===== config.mk =====
export PLATFORM = sky130hd
export DESIGN_NAME = hsid_x_ctrl_flat
export DESIGN_NICKNAME = d
export VERILOG_FILES = /design/src/rtl/hsid_x_ctrl_if.sv /design/src/rtl/hsid_x_ctrl.sv /design/src/flat_wrapper.sv
export SDC_FILE = /design/constraint.sdc
export NUM_CORES = 1
export LEC_CHECK = 0
export BUFFER_PORTS_ARGS = -buffer_cell sky130_fd_sc_hd__buf_2
export CAP_MARGIN = 20
export CORE_UTILIZATION = 60
export DETAILED_ROUTE_END_ITERATION = 10
export PLACE_DENSITY_LB_ADDON = 0.3
export RECOVER_POWER = 50
export SLEW_MARGIN = 20
export SYNTH_ARGS = -nofsm -noshare
export SYNTH_HDL_FRONTEND = slang
export SYNTH_SLANG_ARGS = --single-unit

===== constraint.sdc =====
create_clock -name clk -period 6.51 [get_ports clk]
set_input_delay 1.302 -clock clk [delete_from_list [all_inputs] [get_ports clk]]
set_output_delay 1.302 -clock clk [all_outputs]
set_load 0.02 [all_outputs]

===== src/rtl/hsid_x_ctrl_if.sv =====
// Band-fetch / MSE handshake bundle between the run-control sequencer and
// the band-fetch/MSE datapath.
//   master (sequencer): drives band_valid/band_cap_addr/band_lib_addr/band_last,
//                       receives band_ready and the per-pixel mse_valid/mse_value.
//   slave  (datapath) : the mirror image.
interface hsid_x_ctrl_if #(
  parameter int WORD_WIDTH = 32
);
  logic                  band_valid;
  logic                  band_ready;
  logic [WORD_WIDTH-1:0] band_cap_addr;
  logic [WORD_WIDTH-1:0] band_lib_addr;
  logic                  band_last;
  logic                  mse_valid;
  logic [WORD_WIDTH-1:0] mse_value;

  modport master (
    output band_valid, band_cap_addr, band_lib_addr, band_last,
    input  band_ready, mse_valid, mse_value
  );

  modport slave (
    input  band_valid, band_cap_addr, band_lib_addr, band_last,
    output band_ready, mse_valid, mse_value
  );
endinterface


===== src/rtl/hsid_x_ctrl.sv =====
// HSpecID-X run-control sequencer.
// Takes start/clear pulses and the job configuration from the register
// block, walks every library pixel band by band issuing (captured, library)
// word-address pairs to the band-fetch/MSE datapath, tracks the min/max MSE
// over the library and reports status plus a one-cycle completion pulse.
// Ports:
//   clk, rst_n                 clock, async active-low reset
//   start_i, clear_i           one-cycle command pulses
//   library_size_i             pixels in the library (sampled at start)
//   pixel_bands_i              bands per pixel (sampled at start)
//   captured_pixel_addr_i      byte address of captured pixel band 0
//   library_pixel_addr_i       byte address of library pixel 0 band 0
//   idle_o/ready_o             high while no job runs
//   done_o/error_o/cancelled_o sticky job outcome, cleared by start or clear
//   interruption_o             one-cycle pulse on completion/error/cancel
//   mse_min_ref_o/_value_o     library index and value of minimum MSE
//   mse_max_ref_o/_value_o     library index and value of maximum MSE
//   band_if                    band address stream out, MSE results in
module hsid_x_ctrl #(
  parameter int WORD_WIDTH        = 32,
  parameter int HSP_BANDS_WIDTH   = 12,
  parameter int HSP_LIBRARY_WIDTH = 16
) (
  input  logic                         clk,
  input  logic                         rst_n,
  input  logic                         start_i,
  input  logic                         clear_i,
  input  logic [HSP_LIBRARY_WIDTH-1:0] library_size_i,
  input  logic [HSP_BANDS_WIDTH-1:0]   pixel_bands_i,
  input  logic [WORD_WIDTH-1:0]        captured_pixel_addr_i,
  input  logic [WORD_WIDTH-1:0]        library_pixel_addr_i,
  output logic                         idle_o,
  output logic                         ready_o,
  output logic                         done_o,
  output logic                         error_o,
  output logic                         cancelled_o,
  output logic                         interruption_o,
  output logic [HSP_LIBRARY_WIDTH-1:0] mse_min_ref_o,
  output logic [HSP_LIBRARY_WIDTH-1:0] mse_max_ref_o,
  output logic [WORD_WIDTH-1:0]        mse_min_value_o,
  output logic [WORD_WIDTH-1:0]        mse_max_value_o,
  hsid_x_ctrl_if.master                band_if
);

  localparam int WW  = WORD_WIDTH;
  localparam int HBW = HSP_BANDS_WIDTH;
  localparam int HLW = HSP_LIBRARY_WIDTH;

  typedef enum logic [1:0] {
    S_IDLE,
    S_ISSUE,
    S_WAIT_MSE,
    S_FINISH
  } state_t;

  state_t         state_q;
  logic [HLW-1:0] pix_q;
  logic [HBW-1:0] band_q;
  logic [WW-1:0]  cap_ptr_q;
  logic [WW-1:0]  lib_ptr_q;
  logic [WW-1:0]  cap_base_q;
  logic [HLW-1:0] lib_size_q;
  logic [HBW-1:0] bands_q;
  logic           trk_vld_q;
  logic           idle_q, ready_q, done_q, error_q, cancelled_q, irq_q;
  logic [HLW-1:0] min_ref_q, max_ref_q;
  logic [WW-1:0]  min_val_q, max_val_q;
  logic           band_valid_q, band_last_q;

  logic           cfg_bad;
  logic           handshake;
  logic [HBW-1:0] band_d;
  logic           pix_last;
  logic           single_band;
  logic           min_upd, max_upd;

  assign cfg_bad     = (library_size_i == '0) || (pixel_bands_i == '0) ||
                       (captured_pixel_addr_i[1:0] != 2'b00) ||
                       (library_pixel_addr_i[1:0] != 2'b00);
  assign handshake   = band_valid_q & band_if.band_ready;
  assign band_d      = band_q + HBW'(1);
  assign pix_last    = (pix_q == lib_size_q - HLW'(1));
  assign single_band = (bands_q == HBW'(1));
  // First result loads both trackers; strict compares keep the lower index on ties.
  assign min_upd     = !trk_vld_q || (band_if.mse_value < min_val_q);
  assign max_upd     = !trk_vld_q || (band_if.mse_value > max_val_q);

  always_ff @(posedge clk or negedge rst_n) begin
    if (!rst_n) begin
      state_q      <= S_IDLE;
      pix_q        <= '0;
      band_q       <= '0;
      cap_ptr_q    <= '0;
      lib_ptr_q    <= '0;
      cap_base_q   <= '0;
      lib_size_q   <= '0;
      bands_q      <= '0;
      trk_vld_q    <= 1'b0;
      idle_q       <= 1'b1;
      ready_q      <= 1'b1;
      done_q       <= 1'b0;
      error_q      <= 1'b0;
      cancelled_q  <= 1'b0;
      irq_q        <= 1'b0;
      min_ref_q    <= '0;
      max_ref_q    <= '0;
      min_val_q    <= '0;
      max_val_q    <= '0;
      band_valid_q <= 1'b0;
      band_last_q  <= 1'b0;
    end else begin
      irq_q <= 1'b0;
      if (clear_i) begin
        // Abort a running job; in IDLE only the sticky status is wiped.
        if (state_q != S_IDLE) begin
          cancelled_q <= 1'b1;
          irq_q       <= 1'b1;
        end else begin
          done_q      <= 1'b0;
          error_q     <= 1'b0;
          cancelled_q <= 1'b0;
        end
        state_q      <= S_IDLE;
        idle_q       <= 1'b1;
        ready_q      <= 1'b1;
        band_valid_q <= 1'b0;
        band_last_q  <= 1'b0;
      end else begin
        case (state_q)
          S_IDLE: begin
            if (start_i) begin
              done_q      <= 1'b0;
              cancelled_q <= 1'b0;
              if (cfg_bad) begin
                error_q <= 1'b1;
                irq_q   <= 1'b1;
              end else begin
                error_q      <= 1'b0;
                state_q      <= S_ISSUE;
                idle_q       <= 1'b0;
                ready_q      <= 1'b0;
                pix_q        <= '0;
                band_q       <= '0;
                cap_ptr_q    <= captured_pixel_addr_i;
                cap_base_q   <= captured_pixel_addr_i;
                lib_ptr_q    <= library_pixel_addr_i;
                lib_size_q   <= library_size_i;
                bands_q      <= pixel_bands_i;
                trk_vld_q    <= 1'b0;
                band_valid_q <= 1'b1;
                band_last_q  <= (pixel_bands_i == HBW'(1));
              end
            end
          end
          S_ISSUE: begin
            if (handshake) begin
              // Library pointer never rewinds: pixels are stored back to back.
              lib_ptr_q <= lib_ptr_q + WW'(4);
              if (band_last_q) begin
                state_q      <= S_WAIT_MSE;
                band_valid_q <= 1'b0;
                band_last_q  <= 1'b0;
                band_q       <= '0;
                cap_ptr_q    <= cap_base_q;
              end else begin
                band_q      <= band_d;
                cap_ptr_q   <= cap_ptr_q + WW'(4);
                band_last_q <= (band_d == bands_q - HBW'(1));
              end
            end
          end
          S_WAIT_MSE: begin
            if (band_if.mse_valid) begin
              trk_vld_q <= 1'b1;
              if (min_upd) begin
                min_ref_q <= pix_q;
                min_val_q <= band_if.mse_value;
              end
              if (max_upd) begin
                max_ref_q <= pix_q;
                max_val_q <= band_if.mse_value;
              end
              if (pix_last) begin
                state_q <= S_FINISH;
                irq_q   <= 1'b1;
                done_q  <= 1'b1;
              end else begin
                pix_q        <= pix_q + HLW'(1);
                state_q      <= S_ISSUE;
                band_valid_q <= 1'b1;
                band_last_q  <= single_band;
              end
            end
          end
          S_FINISH: begin
            state_q <= S_IDLE;
            idle_q  <= 1'b1;
            ready_q <= 1'b1;
          end
          default: state_q <= S_IDLE;
        endcase
      end
    end
  end

  assign idle_o          = idle_q;
  assign ready_o         = ready_q;
  assign done_o          = done_q;
  assign error_o         = error_q;
  assign cancelled_o     = cancelled_q;
  assign interruption_o  = irq_q;
  assign mse_min_ref_o   = min_ref_q;
  assign mse_max_ref_o   = max_ref_q;
  assign mse_min_value_o = min_val_q;
  assign mse_max_value_o = max_val_q;

  assign band_if.band_valid    = band_valid_q;
  assign band_if.band_cap_addr = cap_ptr_q;
  assign band_if.band_lib_addr = lib_ptr_q;
  assign band_if.band_last     = band_last_q;

endmodule

===== src/flat_wrapper.sv =====
// flat-port wrapper written by rule: the top's interface ports become plain ports
module hsid_x_ctrl_flat 
#(
  parameter int WORD_WIDTH        = 32,
  parameter int HSP_BANDS_WIDTH   = 12,
  parameter int HSP_LIBRARY_WIDTH = 16
)
  (clk, rst_n, start_i, clear_i, library_size_i, pixel_bands_i, captured_pixel_addr_i, library_pixel_addr_i, idle_o, ready_o, done_o, error_o, cancelled_o, interruption_o, mse_min_ref_o, mse_max_ref_o, mse_min_value_o, mse_max_value_o, band_if_band_valid, band_if_band_cap_addr, band_if_band_lib_addr, band_if_band_last, band_if_band_ready, band_if_mse_valid, band_if_mse_value);
  hsid_x_ctrl_if #(.WORD_WIDTH(WORD_WIDTH)) band_if_i ();
  input  logic clk;
  input  logic rst_n;
  input  logic start_i;
  input  logic clear_i;
  input  logic [HSP_LIBRARY_WIDTH-1:0] library_size_i;
  input  logic [HSP_BANDS_WIDTH-1:0] pixel_bands_i;
  input  logic [WORD_WIDTH-1:0] captured_pixel_addr_i;
  input  logic [WORD_WIDTH-1:0] library_pixel_addr_i;
  output logic idle_o;
  output logic ready_o;
  output logic done_o;
  output logic error_o;
  output logic cancelled_o;
  output logic interruption_o;
  output logic [HSP_LIBRARY_WIDTH-1:0] mse_min_ref_o;
  output logic [HSP_LIBRARY_WIDTH-1:0] mse_max_ref_o;
  output logic [WORD_WIDTH-1:0] mse_min_value_o;
  output logic [WORD_WIDTH-1:0] mse_max_value_o;
  output wire logic [$bits(band_if_i.band_valid)-1:0] band_if_band_valid;
  output wire logic [$bits(band_if_i.band_cap_addr)-1:0] band_if_band_cap_addr;
  output wire logic [$bits(band_if_i.band_lib_addr)-1:0] band_if_band_lib_addr;
  output wire logic [$bits(band_if_i.band_last)-1:0] band_if_band_last;
  input wire logic [$bits(band_if_i.band_ready)-1:0] band_if_band_ready;
  input wire logic [$bits(band_if_i.mse_valid)-1:0] band_if_mse_valid;
  input wire logic [$bits(band_if_i.mse_value)-1:0] band_if_mse_value;
  assign band_if_band_valid = band_if_i.band_valid;
  assign band_if_band_cap_addr = band_if_i.band_cap_addr;
  assign band_if_band_lib_addr = band_if_i.band_lib_addr;
  assign band_if_band_last = band_if_i.band_last;
  assign band_if_i.band_ready = band_if_band_ready;
  assign band_if_i.mse_valid = band_if_mse_valid;
  assign band_if_i.mse_value = band_if_mse_value;
  hsid_x_ctrl #(.WORD_WIDTH(WORD_WIDTH), .HSP_BANDS_WIDTH(HSP_BANDS_WIDTH), .HSP_LIBRARY_WIDTH(HSP_LIBRARY_WIDTH)) u_core (.clk(clk), .rst_n(rst_n), .start_i(start_i), .clear_i(clear_i), .library_size_i(library_size_i), .pixel_bands_i(pixel_bands_i), .captured_pixel_addr_i(captured_pixel_addr_i), .library_pixel_addr_i(library_pixel_addr_i), .idle_o(idle_o), .ready_o(ready_o), .done_o(done_o), .error_o(error_o), .cancelled_o(cancelled_o), .interruption_o(interruption_o), .mse_min_ref_o(mse_min_ref_o), .mse_max_ref_o(mse_max_ref_o), .mse_min_value_o(mse_min_value_o), .mse_max_value_o(mse_max_value_o), .band_if(band_if_i));
endmodule

; ---- Yosys cells after proc, flatten, opt, wreduce, memory -nomap -nowiden
; Cells that the tools add are included.
; W data, S select, Z words.
[totals]
regBits = 258
latchBits = 0
mem_bits_rw = 0
romBits = 0
word_cells = 150
mem_count = 0
[classes]
add_sub_neg = 6
mul = 0
n_div = 0
order_cmp = 2
n_eq_ne = 20
n_shift = 0
n_mux = 67
bitwise_logic = 3
reduce_logical = 32
[ops]
columns = op, count
row1 = $mux W32, 7
row2 = $pmux W32 S2, 2
row3 = $add A32 B3 Y32 const B, 2
row4 = $mux W16, 4
row5 = $mux W12, 4
row6 = $mux W1, 34
row7 = $gt A32 B32 Y1, 1
row8 = $lt A32 B32 Y1, 1
row9 = $pmux W16 S2, 1
row10 = $eq A12 B1 Y1 const B, 2
row11 = $pmux W12 S2, 1
row12 = $reduce_and A5 Y1, 4
row13 = $add A16 B1 Y16 const B, 1
row14 = $eq A16 B16 Y1, 1
row15 = $logic_not A16 Y1, 1
row16 = $sub A16 B1 Y16 const B, 1
row17 = $mux W2, 7
row18 = $reduce_bool A2 Y1, 7
row19 = $add A12 B1 Y12 const B, 1
row20 = $eq A12 B12 Y1, 1
row21 = $logic_not A12 Y1, 1
row22 = $ne A3 B3 Y1 const B, 4
row23 = $reduce_and A4 Y1, 3
row24 = $reduce_and A6 Y1, 2
row25 = 19 further kinds, 37

; ---- Logic depth before layout (Yosys ltp)
; Gate-level depths: netlist of run 1.
[depth]
word_depth = 8
depth_mapped = 12
ltp_nobuf = 10

; ---- Worst setup path after synthesis of run 1
; OpenSTA, ideal clock, no wires.
[synth_path]
kind = input-to-reg
startpoint = input band_if_mse_value[30]
endpoint = register u_core.min_val_q[22] (netlist: u_core.mse_min_value_o[22])
setup_time_ns = 0.125
arrival_time_ns = 3.500
t_required_ns = 6.385
setup_slack_ns = 2.885
cell_stages = 9
path_cell_list = ha_1 nand4_1 nor2_1 nand2_1 or3_1 o21ai_1 buf_1 clkbuf_1 mux2_2
[synth_between]
elab_chain_len = 3
[synth_rtl]
columns = item, line
row1 = start: declaration, flat_wrapper.sv:34  ; input wire logic [$bits(band_if_i.mse_value)-1:0] band_if_mse_value;
row2 = $lt A32 B32 Y1, hsid_x_ctrl.sv:85  ; assign min_upd = !trk_vld_q || (band_if.mse_value < min_val_q);
row3 = $logic_or A1 B1 Y1, hsid_x_ctrl.sv:85
row4 = $reduce_and A4 Y1 (no source line), n/a
row5 = end signal: assignment, hsid_x_ctrl.sv:177  ; min_val_q <= band_if.mse_value;
row6 = end: declaration, hsid_x_ctrl.sv:67  ; logic [WW-1:0] min_val_q, max_val_q;
; No other way between the ends.
; A chain may end at the register's enable or synchronous reset.

; ---- Worst setup path in the final report of run 1
[layout_path]
startpoint = input band_if_mse_value[30]
endpoint = register u_core.max_ref_q[7] (netlist: u_core.mse_max_ref_o[7])
[layout_between]
elab_chain_len = 3
[layout_rtl]
columns = item, line
row1 = $gt A32 B32 Y1, hsid_x_ctrl.sv:86  ; assign max_upd = !trk_vld_q || (band_if.mse_value > max_val_q);
row2 = $logic_or A1 B1 Y1, hsid_x_ctrl.sv:86
row3 = $reduce_and A4 Y1 (no source line), n/a
row4 = end signal: assignment, hsid_x_ctrl.sv:180  ; max_ref_q <= pix_q;
row5 = end: declaration, hsid_x_ctrl.sv:66  ; logic [HLW-1:0] min_ref_q, max_ref_q;
; No other way between the ends.

==> metrics.csv, run 1 <==
stage,metric,value,unit
outcome,status,"complete, but fails checks",
outcome,violations,"capacitance limit, slew limit",
timing,slew_violations,118,
power,p_total,7.75,mW
setup_path,arrival,4530,ps
cells_and_area,syn2layout_area_growth,18.1,%
power,p_per_area,454,mW/mm^2
synthesis,syn-instance-count,1438,
timing,finalCritPeriodShare,63.1,%
synthesis,async_flop_share,100,%
die,core_area,0.0235,mm^2
setup_path,r2r-start,u_core.mse_max_value_o[30],
cts,cts_tree,yes,
route,wl_met1,15.8,mm
setup_path,critPathMaxStageDelay,560,ps
setup_path,crit_chain,buf_2 -> ha_1 -> nand4_1 -> nor2_1 -> nand3_1 -> nor3_1 -> a31oi_1 -> a21boi_0 -> a31oi_4 -> buf_4 -> mux2_2,
timing,hold_viol_final,0,
die,die_width,157,um
cts,cts_hold_buffers,0,
route,num_vias,12400,
synthesis,syn_avg_cell_area,10.0,um^2
setup_path,required,6930,ps
global_route,grt-ovfl-total,0,
min_path,holdCritPathClass,flop to flop,
setup_path,slowest_stage,a31oi_4,
timing,fin_worst_skew,8.97,ps
cells_and_area,diodes,0,
min_path,hold_depth,1,
cts,cts_made_buffers,28,
timing,period_needed,4110,ps
die,die_h,157,um
timing,fmax,243,MHz
cts,cts_resized,0,
power,p_leak,8.06,nW
cells_and_area,fillers,1776,
cts,cts_root_buf,clkbuf_16,
route,wl,38.7,mm
die,initial_core_util,61.4,%
min_path,hp-start,u_core.cancelled_o,
route,drc_errors,0,
cts,htreeDepth,1,
route,drtPass1Iterations,5,
min_path,min_to,u_core.cancelled_o,
setup_path,path_max_fanout,32,
placement,place_hpwl,26.4,mm
placement,gp_congestion,0.876,
timing,setup_tns,0,ps
die,dieArea,0.0247,mm^2
global_route,grt_max_degree,142,
die,rows,56,
cts,clk_pin_slew,60,ps
power,peakVddDrop,0.296,mV
timing,relSlewSlack,-96.0,%
global_route,first_global_vias,12300,
synthesis,synth_edf_count,0,
route,dr_wl_met3,2.80,mm
setup_path,regToRegEndpoint,u_core.mse_max_ref_o[7],
timing,setup_viol_count_final,0,
synthesis,ys_ff_latch,258,
cts,clock_sink_count,258,
placement,port_buffers,297,
global_route,gr-usage-all-layers,31.0,%
route,vias_per_cell,6.08,
route,drt_iter0_drc,789,
cts,clkLatencyLatePin,540,ps
cts,clock_path_buffers,3,
synthesis,yosysUniqueCellTypes,75,
route,wl_per_cell,18.9,um
synthesis,ys_seq_area_share,44.7,%
setup_path,startpoint_type,input port,
cts,cts_setup_buffers,0,
run,maxCapViolCount,1,
synthesis,synth_area,0.0145,mm^2
timing,rsz0062_at_grt,no,
setup_path,critPathKind,input port to flop,
cells_and_area,fin_nets,1910,
synthesis,syn_nets,1643,
setup_path,worst-r2r-setup-slack,2870,ps
setup_path,end_kind,flop,
setup_path,r2r_cells,11,
timing,tightest_slew,2940,ps
route,ant_nets,0,
die,io_pins,298,
synthesis,synth-main-ff-cell,dfrtp_1,
route,topRoutingLayerUsed,met4,
cells_and_area,drive_above_1_share,25.5,%
global_route,grt_pass1_wl,61.5,mm
global_route,antenna_found_initial,1,
route,wl_met2,18.8,mm
synthesis,yosysWarnings,0,
cells by family after synthesis:
logic type	after synthesis	synth area share, %
xor gates and xnor gates	56	3.39
muxes	162	12.6
DFF	258	44.7
and+or+nand+nor	386	13.7
adders and majority gates	75	6.49
buffers and inverters	162	4.41
AOI/OAI and AO/OA	339	14.8
per-layer routing:
layer | track usage (%) | vias to the layer above
met5 | 0 | -
met4 | 11.0 | 0
met3 | 7.24 | 90
met2 | 54.0 | 426
met1 | 37.5 | 6129
li1 | - | 5784
report_power, final:
part	switching, mW	internal (mW)	leakage [nW]	total [mW]
Clock	0.662	1.05	0.496	1.71
Sequential	0.558	2.13	3.35	2.69
Combinational	2.03	1.33	4.22	3.36
Total	3.25	4.50	8.06	7.75
area by class of cell:
class / instances / area (um^2) / area share (%)
Multi-Input combinational cell: 1018 / 7390 / 43.3
Sequential cell: 258 / 6460 / 37.8
Timing Repair Buffer: 309 / 1490 / 8.71
Clock buffer: 40 / 837 / 4.90
Tap cell: 319 / 399 / 2.34
Inverter: 90 / 338 / 1.98
Clock inverter: 11 / 155 / 0.909
cells in the mapped netlist, types with 6 or more instances:
| cell | number | area share [%] |
|---|---|---|
| mux2_1 | 9 | 0.70 |
| nor2_1 | 75 | 1.9 |
| a21oi_1 | 75 | 2.6 |
| and3_1 | 29 | 1.3 |
| a31oi_1 | 8 | 0.35 |
| a21o_1 | 18 | 0.94 |
| ha_1 | 75 | 6.5 |
| nand2_1 | 99 | 2.6 |
| o21ai_0 | 100 | 3.5 |
| xnor2_1 | 41 | 2.5 |
| nand4_1 | 24 | 1.0 |
| a22o_1 | 9 | 0.55 |
| o211ai_1 | 9 | 0.47 |
| o31ai_1 | 22 | 1.1 |
| nor3_1 | 19 | 0.66 |
| or4_1 | 13 | 0.68 |
| nand2b_1 | 9 | 0.39 |
| clkbuf_1 | 57 | 1.5 |
| and2_1 | 6 | 0.26 |
| mux2i_1 | 7 | 0.48 |
| nor4_1 | 19 | 0.82 |
| xor2_1 | 15 | 0.91 |
| dfrtp_1 | 257 | 45 |
| nand3_1 | 57 | 2.0 |
| mux2_2 | 146 | 11 |
| nor2b_1 | 6 | 0.26 |
| inv_1 | 90 | 2.3 |
| o22ai_1 | 33 | 1.4 |
| a221oi_1 | 12 | 0.73 |
| buf_1 | 6 | 0.16 |
worst max-delay path: cells and delay by family:
kind            cells  cell delay, ps
mux                 1             410
fa+ha+maj           1             310
simple gates        4             840
compound gates      3             980
buf+inv             2             670
through the flow:
step	hold slack (ps)	utilization [%]	setup slack (ps)	instance area, um^2	std cells
after floorplan	454	-	2890	14500	1438
after global placement	459	68.8	2030	16200	1994
after detailed placement	466	68.8	1960	16200	1994
after CTS	480	73.0	2460	17200	2045
after global routing	504	72.5	2260	17100	2045
final	480	72.5	2400	17100	2045
sequential cells by signal, indices dropped and copies added (netlist names), 2 cells and up:
signal and flops:
u_core.band_if.band_lib_addr 32, u_core.band_q 12, u_core.cap_base_q 32, u_core.lib_size_q 16, u_core.mse_min_value_o 32, u_core.state_q 2
u_core.mse_max_ref_o 16, u_core.mse_min_ref_o 16, u_core.band_if.band_cap_addr 32, u_core.mse_max_value_o 32, u_core.bands_q 12, u_core.pix_q 16
layout by cell type, fill, tap and decap left out, types with 5 or more instances in the layout:
master       n
nand3b_1     5
clkinv_2     7
clkbuf_16   29
a22oi_1      5
ha_1        74
a21o_1      18
mux2_2     146
buf_2      214
nand2_1     98
mux2i_1      7
xnor2_1     41
nor2b_1      6
o31ai_1     22
nor4_1      19
and3_1      29
nand2b_1     9
o311ai_0     5
dfrtp_1    257
clkbuf_8     7
clkbuf_1    86
buf_4       11
a22o_1       9
or4_1       13
inv_1       90
o21a_1       5
nor2_1      75
nor3_1      19
mux2_1       9
nand3_1     57
and2_1       6
xor2_1      15
a31oi_1      7
a21oi_1     75
o211ai_1     9
o21ai_0    100
nand4_1     24
a221oi_1    12
o22ai_1     33
how the worst max path moves through the flow:
stage	start	end	slack, ps
2_1_floorplan	band_if_mse_value[30]	u_core.mse_min_value_o[22]	2890
3_3_place_gp	band_if_mse_value[29]	u_core.mse_max_ref_o[12]	2030
3_5_place_dp	band_if_mse_value[30]	u_core.mse_max_ref_o[2]	1960
4_1_cts	band_if_mse_value[30]	u_core.mse_max_ref_o[7]	2460
5_1_grt	band_if_mse_value[30]	u_core.mse_max_ref_o[7]	2260
6_report	band_if_mse_value[30]	u_core.mse_max_ref_o[7]	2400
No activity file was read; power rests on OpenSTA's default activity.
==> run 2: changes to the inputs <==
--- a/config.mk
+++ b/config.mk
@@ -5,9 +5,10 @@
 export SDC_FILE = /design/constraint.sdc
 export NUM_CORES = 1
 export LEC_CHECK = 0
+export ABC_AREA = 1
 export BUFFER_PORTS_ARGS = -buffer_cell sky130_fd_sc_hd__buf_2
 export CAP_MARGIN = 20
-export CORE_UTILIZATION = 60
+export CORE_UTILIZATION = 51
 export DETAILED_ROUTE_END_ITERATION = 10
 export PLACE_DENSITY_LB_ADDON = 0.3
 export RECOVER_POWER = 50
==> constraint.sdc (replaced) <==
create_clock -name clk -period 3.3 [get_ports clk]
set_input_delay 0.66 -clock clk [delete_from_list [all_inputs] [get_ports clk]]
set_output_delay 0.66 -clock clk [all_outputs]
set_load 0.02 [all_outputs]
==> run 2 against run 1 <==
The run still ends with capacitance limit, slew limit left. Clock skew increased by 6.9 ps. Critical path type is now flop to flop. Synthesized cell count rose by 54%. Final area rose by 9.5%. Register-to-register slack got worse by 2200 ps. First-iteration DRC count increased by 55%. Wire length grew 20%.
==> metrics.csv, run 2 <==
stage,metric,value,unit,change
cts,clock_sink_count,258,,unchanged
route,drtPass1Iterations,5,,unchanged
cts,cts_resized,0,,unchanged
outcome,violations,"capacitance limit, slew limit",,
synthesis,synth_area,0.0159,mm^2,+9.8%
die,initial_core_util,51.9,%,-9.5 points
timing,fmax,376,MHz,
cts,cts_setup_buffers,0,,unchanged
cts,cts_made_buffers,30,,+7.1%
timing,tightest_slew,2190,ps,-750 ps
synthesis,yosysMostFrequentCell,nand2_1,,
cells_and_area,layout_commonest_cell,nand2_1,,
synthesis,synth_xor_area_share,3.48,%,+0.083 points
timing,rsz0062_at_grt,no,,
global_route,gr-usage-all-layers,28.7,%,-2.3 points
cts,clkLatencyLatePin,580,ps,+40 ps
power,p_total,16.3,mW,+110%
route,num_vias,15800,,+27%
cts,cts_hold_buffers,0,,unchanged
setup_path,critPathKind,flop to flop,,
timing,slew_violations,79,,-33%
synthesis,yosysUniqueCellTypes,43,,-43%
synthesis,synthMuxAreaShare,0,%,-13 points
synthesis,syn_nets,2416,,+47%
synthesis,synth_top_area_share,40.5,%,-4.0 points
die,dieArea,0.0318,mm^2,+29%
die,die_width,178,um,+13%
setup_path,path_max_fanout,56,,+75%
timing,setup_tns,0,ps,unchanged
die,die_h,178,um,+13%
synthesis,synth.area.top_cells,"dfrtp_1 (41%), nand2_1 (16%), nand3_1 (6.2%)",,
setup_path,end_kind,flop,,
cells_and_area,fin_util,61.1,%,-11 points
setup_path,arrival,3150,ps,-1380 ps
timing,hold_viol_final,0,,unchanged
timing,period_needed,2660,ps,
cells_and_area,layout.cells.non_filler,2891,,+41%
power,p_per_area,872,mW/mm^2,+92%
timing,setup_viol_count_final,0,,unchanged
power,peakVddDrop,0.531,mV,+79%
global_route,first_global_vias,14900,,+21%
synthesis,synth-main-ff-cell,dfrtp_1,,
global_route,antenna_found_initial,5,,+4
route,wl,46.3,mm,+20%
placement,gp_congestion,0.921,,+5.2%
min_path,holdCritPathClass,input port to flop,,
placement,dp.cells,2835,,+42%
route,ant_nets,0,,unchanged
placement,port_buffers,297,,unchanged
cells_and_area,fin_nets,2676,,+40%
die,io_pins,298,,unchanged
cts,clk_pin_slew,60,ps,about the same
global_route,grt_max_degree,83,,-42%
route,drc_errors,0,,unchanged
synthesis,async_flop_share,100,%,unchanged
route,vias_per_cell,5.46,,-10%
synthesis,synth-simple-area-share,31.8,%,+18 points
synthesis,synth_common_cells,"nand2_1 (692), dfrtp_1 (257), inv_1 (249), nand3_1 (197), nor2_1 (168)",,
placement,place_hpwl,33.7,mm,+28%
cts,cts_root_buf,clkbuf_16,,
global_route,grt_pass1_wl,73.8,mm,+20%
timing,fin_worst_skew,15.8,ps,+6.86 ps
synthesis,synth_compound_area_share,9.52,%,-5.3 points
cells_and_area,drive_above_1_share,12.7,%,-13 points
synthesis,syn-instance-count,2211,,+54%
synthesis,synth_top_family_by_area,simple AND/OR/NAND/NOR gates,,
route,drt_iter0_drc,1225,,+55%
cts,clock_path_buffers,3,,unchanged
synthesis,ys_ff_latch,258,,unchanged
cells_and_area,final_cell_mix,"nand2_1 (692), dfrtp_1 (257), inv_1 (249), buf_2 (215), nand3_1 (196)",,
global_route,grt-ovfl-total,0,,unchanged
run,maxCapViolCount,1,,unchanged
timing,relSlewSlack,-46.0,%,+50 points
setup_path,required,3790,ps,-3140 ps
setup_path,startpoint_type,flop,,
power,p_leak,9.72,nW,+21%
die,rows,64,,+14%
synthesis,synth_top_area_cell,dfrtp_1,,
cts,htreeDepth,1,,unchanged
cts,cts_tree,yes,,
synthesis,ys_seq_area_share,40.7,%,-4.0 points
synthesis,synth_edf_count,0,,unchanged
outcome,status,"complete, but fails checks",,
synthesis,yosysWarnings,0,,unchanged
synthesis,syn_avg_cell_area,7.18,um^2,-29%
timing,finalCritPeriodShare,80.5,%,
cells_and_area,syn2layout_area_growth,17.7,%,
route,wl_per_cell,16.0,um,-15%
die,core_area,0.0306,mm^2,+30%
synthesis,synth_fa_ha_area_share,5.91,%,-0.58 points
-- run 2: changes by cell type in the layout (fill, tap and decap cells not counted), moves of 21 or more --
cell	delta
nor2_1	+92
o31ai_1	-21
xor2_1	+35
inv_1	+159
nand2_1	+594
xnor2_1	-28
nand4_1	+22
nor3_1	+26
and3_1	-29
nand3_1	+139
o22ai_1	-21
o21ai_0	+45
mux2_2	-146
-- run 2: worst paths after layout --
check,startpoint,end,slack (ps),cells past startpoint
setup / recovery,u_core.state_q[1],u_core.band_if.band_cap_addr[18],640,9
hold / removal,library_size_i[3],u_core.lib_size_q[3],300,3
setup reg to reg,u_core.state_q[1],u_core.band_if.band_cap_addr[18],640,9
hold reg to reg,u_core.mse_max_ref_o[5],u_core.mse_max_ref_o[5],470,2
max in group asynchronous,rst_n,u_core.mse_min_value_o[20],690,2
min in group asynchronous,rst_n,u_core.mse_min_ref_o[11],730,1
-- run 2: where the power goes --
part	leakage (nW)	total, mW	internal, mW	switching (mW)
Combinational	5.96	7.10	2.33	4.76
Sequential	3.24	5.60	4.34	1.26
Clock	0.520	3.59	2.23	1.37
-- run 2: through the flow --
step	setup slack, ps	hold slack, ps	area [um^2]
floorplan	961	364	15900
global placement	410	446	17700
detailed placement	335	455	17700
CTS	664	108	18800
global route	197	312	18700
finish	644	304	18700
-- run 2: final cells by class --
| class | count | area (um^2) |
|---|---|---|
| antenna | 4 | 10.0 |
| tap | 396 | 495 |
| inverter | 254 | 953 |
| sequential | 258 | 6460 |
| clock inverter | 8 | 180 |
| timing repair buffer | 323 | 1630 |
| fill | 2846 | 11900 |
| multi-input combinational | 1604 | 8070 |
| clock buffer | 44 | 883 |
-- run 2: cells by family (layout without fill, tap and decap cells) --
kind of cell | count (synthesis) | count (layout)
and+or+nand+nor | 1193 | 1193
buffers and inverters | 349 | 629
AOI/OAI and AO/OA | 273 | 273
DFF | 258 | 258
adders and majority gates | 75 | 75
xor gates and xnor gates | 63 | 63
other | 0 | 4
-- run 2: metal layers --
layer / wire [um] / GRT usage (%) / part of all wire [%]
met5: 8 / 0 / 0.017
met3: 3960 / 5.26 / 8.5
met4: 1050 / 8.44 / 2.3
met1: 19600 / 37.2 / 42
met2: 21700 / 48.7 / 47
-- run 2: critical path: stages (launching register included) --
cell       delay [ps]
dfrtp_1           440
inv_1             110
ha_2              190
inv_1             230
a21oi_1           130
nor2_1            150
nand3_2           120
inv_2             670
buf_4             350
a2bb2oi_1         170
